## config.mk

```make
export PLATFORM = sky130hd
export DESIGN_NAME = softmax_vec_reader
export DESIGN_NICKNAME = d
export VERILOG_FILES = /design/src/rtl/softmax_vec_reader.sv
export SDC_FILE = /design/constraint.sdc
export NUM_CORES = 1
export LEC_CHECK = 0
export ABC_CLOCK_PERIOD_IN_PS = 3710
export BUFFER_PORTS_ARGS = -buffer_cell sky130_fd_sc_hd__buf_2
export CORE_MARGIN = 4
export CORE_UTILIZATION = 50
export DETAILED_ROUTE_END_ITERATION = 16
export PLACE_DENSITY_LB_ADDON = 0.1
export SYNTH_ARGS = -nofsm -noshare
export SYNTH_HDL_FRONTEND = slang
export SYNTH_SLANG_ARGS = --single-unit
```

## constraint.sdc

```tcl
create_clock -name clk -period 3.71 [get_ports clk]
set_input_delay 0.9275 -clock clk [delete_from_list [all_inputs] [get_ports clk]]
set_output_delay 0.9275 -clock clk [all_outputs]
set_load 0.02 [all_outputs]
```

## src/rtl/softmax_vec_reader.sv

```systemverilog
// Read-side controller for the softmax input FIFO: pops one LEN-element vector,
// streams it over valid/ready through a 2-entry skid buffer and tracks its signed max.
module softmax_vec_reader #(
   parameter int unsigned DW  = 16,
   parameter int unsigned LEN = 32,
   parameter int unsigned IW  = $clog2(LEN)
) (
   input  logic          clk,
   input  logic          rst,
   input  logic          start,
   input  logic          fifo_empty,
   output logic          fifo_rd_en,
   input  logic [DW-1:0] fifo_data,
   output logic          m_valid,
   input  logic          m_ready,
   output logic [DW-1:0] m_data,
   output logic [IW-1:0] m_idx,
   output logic          m_last,
   output logic          busy,
   output logic          done,
   output logic [DW-1:0] max_out
);

   localparam int unsigned   CW       = $clog2(LEN + 1);
   localparam logic [CW-1:0] LEN_C    = CW'(LEN);
   localparam logic [IW-1:0] LAST_IDX = IW'(LEN - 1);
   localparam logic [DW-1:0] MOST_NEG = {1'b1, {(DW-1){1'b0}}};

   typedef enum logic [1:0] {S_IDLE, S_RUN, S_DONE} state_t;

   state_t        state_q, state_d;
   logic [CW-1:0] issued_q, issued_d;
   logic          inflight_q, inflight_d;
   logic [1:0]    cnt_q, cnt_d;
   logic [DW-1:0] buf0_q, buf0_d;
   logic [DW-1:0] buf1_q, buf1_d;
   logic [IW-1:0] idx_q, idx_d;
   logic [DW-1:0] max_q, max_d;

   logic          head_valid;
   logic [DW-1:0] head;
   logic [1:0]    occ;
   logic          hs;

   // The word returning from the FIFO is presented directly when the buffer is
   // empty, giving one-cycle pop-to-valid latency without an extra register stage.
   always_comb begin
      head_valid = (cnt_q != 2'd0) || inflight_q;
      head       = (cnt_q == 2'd0 && inflight_q) ? fifo_data : buf0_q;
      occ        = cnt_q + 2'(inflight_q);
      hs         = (state_q == S_RUN) && head_valid && m_ready;
      fifo_rd_en = (state_q == S_RUN) && !fifo_empty && (issued_q < LEN_C) && (occ < 2'd2);
   end

   assign m_valid = head_valid;
   assign m_data  = head;
   assign m_idx   = idx_q;
   assign m_last  = head_valid && (idx_q == LAST_IDX);
   assign busy    = (state_q != S_IDLE);
   assign done    = (state_q == S_DONE);
   assign max_out = max_q;

   always_comb begin
      state_d    = state_q;
      issued_d   = issued_q;
      inflight_d = fifo_rd_en;
      cnt_d      = cnt_q;
      buf0_d     = buf0_q;
      buf1_d     = buf1_q;
      idx_d      = idx_q;
      max_d      = max_q;
      case (state_q)
         S_IDLE: begin
            if (start) begin
               state_d  = S_RUN;
               issued_d = '0;
               cnt_d    = '0;
               idx_d    = '0;
               max_d    = MOST_NEG;
            end
         end
         S_RUN: begin
            issued_d = issued_q + CW'(fifo_rd_en);
            case ({inflight_q, hs})
               2'b10: begin
                  if (cnt_q == 2'd0) buf0_d = fifo_data;
                  else               buf1_d = fifo_data;
                  cnt_d = cnt_q + 2'd1;
               end
               2'b01: begin
                  buf0_d = buf1_q;
                  cnt_d  = cnt_q - 2'd1;
               end
               2'b11: begin
                  // Occupancy unchanged; with an empty buffer the arriving word was the head.
                  if (cnt_q == 2'd1) begin
                     buf0_d = fifo_data;
                  end else if (cnt_q == 2'd2) begin
                     buf0_d = buf1_q;
                     buf1_d = fifo_data;
                  end
               end
               default: ;
            endcase
            if (hs) begin
               if ($signed(head) > $signed(max_q)) max_d = head;
               if (idx_q == LAST_IDX) begin
                  idx_d   = '0;
                  state_d = S_DONE;
               end else begin
                  idx_d = idx_q + IW'(1);
               end
            end
         end
         S_DONE:  state_d = S_IDLE;
         default: state_d = S_IDLE;
      endcase
   end

   always_ff @(posedge clk) begin
      if (rst) begin
         state_q    <= S_IDLE;
         issued_q   <= '0;
         inflight_q <= 1'b0;
         cnt_q      <= '0;
         buf0_q     <= '0;
         buf1_q     <= '0;
         idx_q      <= '0;
         max_q      <= MOST_NEG;
      end else begin
         state_q    <= state_d;
         issued_q   <= issued_d;
         inflight_q <= inflight_d;
         cnt_q      <= cnt_d;
         buf0_q     <= buf0_d;
         buf1_q     <= buf1_d;
         idx_q      <= idx_d;
         max_q      <= max_d;
      end
   end

endmodule

```

==> key figures <==
Outcome
  • Status: finished, final reports clean

Routing
  • Vias: 2870
  • TritonRoute pass-1 iters: 4
  • WL per Instance: 15.2 µm
  • DR vias/cell: 5.47
  • WL final: 8000 µm
  • # DRC: 0
  • Final ANT Viol Nets: 0
  • Iter 0 DRT Violations: 131

Setup path
  • CP Max Fanout: 16
  • Required time worst endpoint: 3.92 ns
  • Critical Path Start Type: flip-flop
  • Reg2reg start: cnt_q[0]
  • CP startpoint: cnt_q[0]
  • R2R cell count: 10
  • Critical-path top delay cell: or4_1
  • Most used cell, CP: ha_1
  • CP endpoint kind: flip-flop
  • Crit path DAT: 3.59 ns
  • Register-to-Register Setup Slack: 0.34 ns
  • CP cell instances: inv_1 -> ha_1 -> nand2_1 -> buf_12 -> mux2_2 -> ha_1 -> nand4_2 -> nor4_1 -> or4_1 -> o32ai_1
  • Reg-to-reg critical path endpoint: max_out[14]
  • Largest stage delay on the critical path: 0.51 ns
  • CP Class: flip-flop to flip-flop

Global route
  • Number of global-route vias before repair: 2673
  • Overall routing resource usage: 19.7%
  • First-pass GRT wire length: 13000 µm
  • Antenna violations before repair: 0
  • Largest net degree at the start of global routing: 49
  • GR Overflow Total: 0

Logic synthesis
  • Seq/Total Area, Yosys: 38.0%
  • Post-Syn Nets: 430
  • Syn_area_per_cell: 8.73 µm²
  • EDFF count, synth: 0
  • Post-Syn Area: 3370 µm²
  • Distinct cells, synth: 48
  • Top FF cell, synth: dfxtp_1
  • #FFs+latches synth: 64
  • Yosys warnings: 0
  • Ys async rst share: 0%
  • Syn Inst Count: 386

Timing
  • Post-route setup TNS: 0 ns
  • Clock skew: 0.00648 ns
  • Worst Tran Pin Value: 0.879 ns
  • Max-slew violations: 0
  • Fin. Hold Viols: 0
  • Final worst-path cycle share: 90.9%
  • RSZ-0062 raised after global routing: false
  • Max Fclk: 297 MHz
  • Minimum clock period: 3.37 ns
  • Setup violators final: 0
  • Rel. slew slack: 41.4%

Clocking
  • Clock tree buffer depth: 2
  • TritonCTS Sinks: 64
  • CTS Buf Count: 9
  • H-tree depth: 3
  • Post CTS Setup Buffer Count: 0
  • Worst-Skew Late Latency: 0.35 ns
  • Post-cts hold buffer count: 0
  • CTS root buf: clkbuf_8
  • Clk slew on worst S/H paths: 0.07 ns
  • CTS tree: yes

Finish
  • Layout cells sized above 1: 21.9%
  • Area grow syn2layout: 15.8%
  • Layout net count: 487
  • Diode count: 0
  • Fill cell count: 601
  • Most common cell after layout, fill and taps aside: dfxtp_1
  • Most frequent cells in the layout: dfxtp_1, buf_2, nor2_1, inv_1, mux2i_1

Die
  • Starting Density: 52.2%
  • Io pins: 63
  • Die Ht: 90.1 µm
  • Die area: 8120 µm²
  • Die width: 90.1 µm
  • # rows: 29
  • Core Box Area: 6460 µm²

Hold path
  • Hold endpoint: buf0_q[2]
  • Tightest Hold Check Type: flip-flop to flip-flop
  • Hold Path Depth: 2
  • Worst hold start: buf1_q[2]

Placed design
  • DP Wirelength: 5580 µm
  • GP Congestion: 0.815
  • Port Buffer Count: 62

Job
  • Max_cap viols: 0

Power and ir drop
  • Worst VDD drop: 219 µV
  • Pwr/cell area: 378 nW/µm²
  • Pleak: 1.81 nW
  • Power Total: 0.00147 W
-- cell usage after synthesis, drive strengths merged, types with 2 or more instances --
cell,number,share of area (%)
clkbuf,10,1.2
a311oi,16,4.2
or2,2,0.37
xnor2,2,0.52
nor3,5,0.74
dfxtp,64,38
a21oi,13,1.9
xor2,4,1.3
nand3b,2,0.45
nor2,57,6.4
buf,12,2.4
o21ai,4,0.59
nand2,29,3.5
o211ai,3,0.82
nor4b,2,0.52
inv,35,3.9
nor2b,5,0.93
nand3,22,3.3
o32ai,15,3.9
mux2,2,0.67
a31oi,2,0.37
ha,23,8.5
and3,2,0.37
nand4,5,1.1
mux2i,34,10
a22oi,4,0.89
-- state kept, by name, summed over array words and instances, names as in the netlist --
signal / flops
m_idx: 5
cnt_q: 2
max_out: 16
issued_q: 6
buf1_q: 16
state_q: 2
buf0_q: 16
inflight_q: 1
-- critical path: cells and delay by family (launching register included) --
family / cells / cell delay, ns
AOI/OAI and AO/OA: 1 / 0.15
adders and majority gates: 2 / 0.75
buffers and inverters: 2 / 0.28
DFF: 1 / 0.40
muxes: 1 / 0.38
and+or+nand+nor: 4 / 1.28
-- final cells by class --
class | instances | area [µm²] | area share, %
multi-input cells | 265 | 1850 | 47.5
flip-flops and latches | 64 | 1280 | 32.8
repair buffers | 68 | 368 | 9.43
inverters | 35 | 131 | 3.37
clock buffers | 9 | 124 | 3.17
well taps | 77 | 96.3 | 2.47
clock inverters | 7 | 48.8 | 1.25
-- worst max-delay path by stage --
stage | end | slack [ns] | cells past startpoint
3_5_place_dp | max_out[14] | 0.22 | 13
2_1_floorplan | max_out[10] | 0.40 | 14
6_report | max_out[14] | 0.34 | 10
4_1_cts | max_out[14] | 0.20 | 13
5_1_grt | max_out[14] | 0.06 | 10
3_3_place_gp | max_out[9] | 0.30 | 13
-- power by group --
part	switching [W]	internal [W]	total [W]	leakage, nW
registers	0.00000834	0.000697	0.000706	0.517
logic	0.000155	0.0000857	0.000240	1.22
clock network	0.000288	0.000240	0.000528	0.0772
-- stage by stage --
step                      worst slack (ns)  std cells  instance area (µm²)  hold WS, ns  utilization (%)
final                                0.338        525                 3900        0.484             60.4
after global routing                0.0582        525                 3900        0.515             60.4
after CTS                            0.197        525                 3890        0.485             60.2
after detailed placement             0.218        509                 3720        0.476             57.6
after global placement               0.298        509                 3720        0.470             57.6
after floorplan                      0.395        386                 3370        0.460                -
-- cells by family (layout without fill, tap and decap cells) --
| group | after synthesis | in the layout | share of synthesized area (%) |
|---|---|---|---|
| compound gates | 62 | 62 | 14.2 |
| flops | 64 | 64 | 38.0 |
| simple gates | 138 | 138 | 19.2 |
| mux | 36 | 36 | 10.9 |
| buf+inv | 57 | 119 | 7.46 |
| xor+xnor | 6 | 6 | 1.78 |
| fa+ha+maj | 23 | 23 | 8.54 |
-- what timing repair did --
action,4_1_cts,5_1_grt
endpoints found under the setup margin,0,15
endpoints found under the hold margin,0,0
gates resized for setup,0,1
-- layer usage --
layer	share of wire, %	up-vias	GRT usage [%]
li1	-	1479	-
met1	50	1294	28.0
met2	43	89	29.2
met3	6.3	8	3.84
met4	0.89	0	8.04
met5	0	-	0
(Power assumes the default switching activity.)
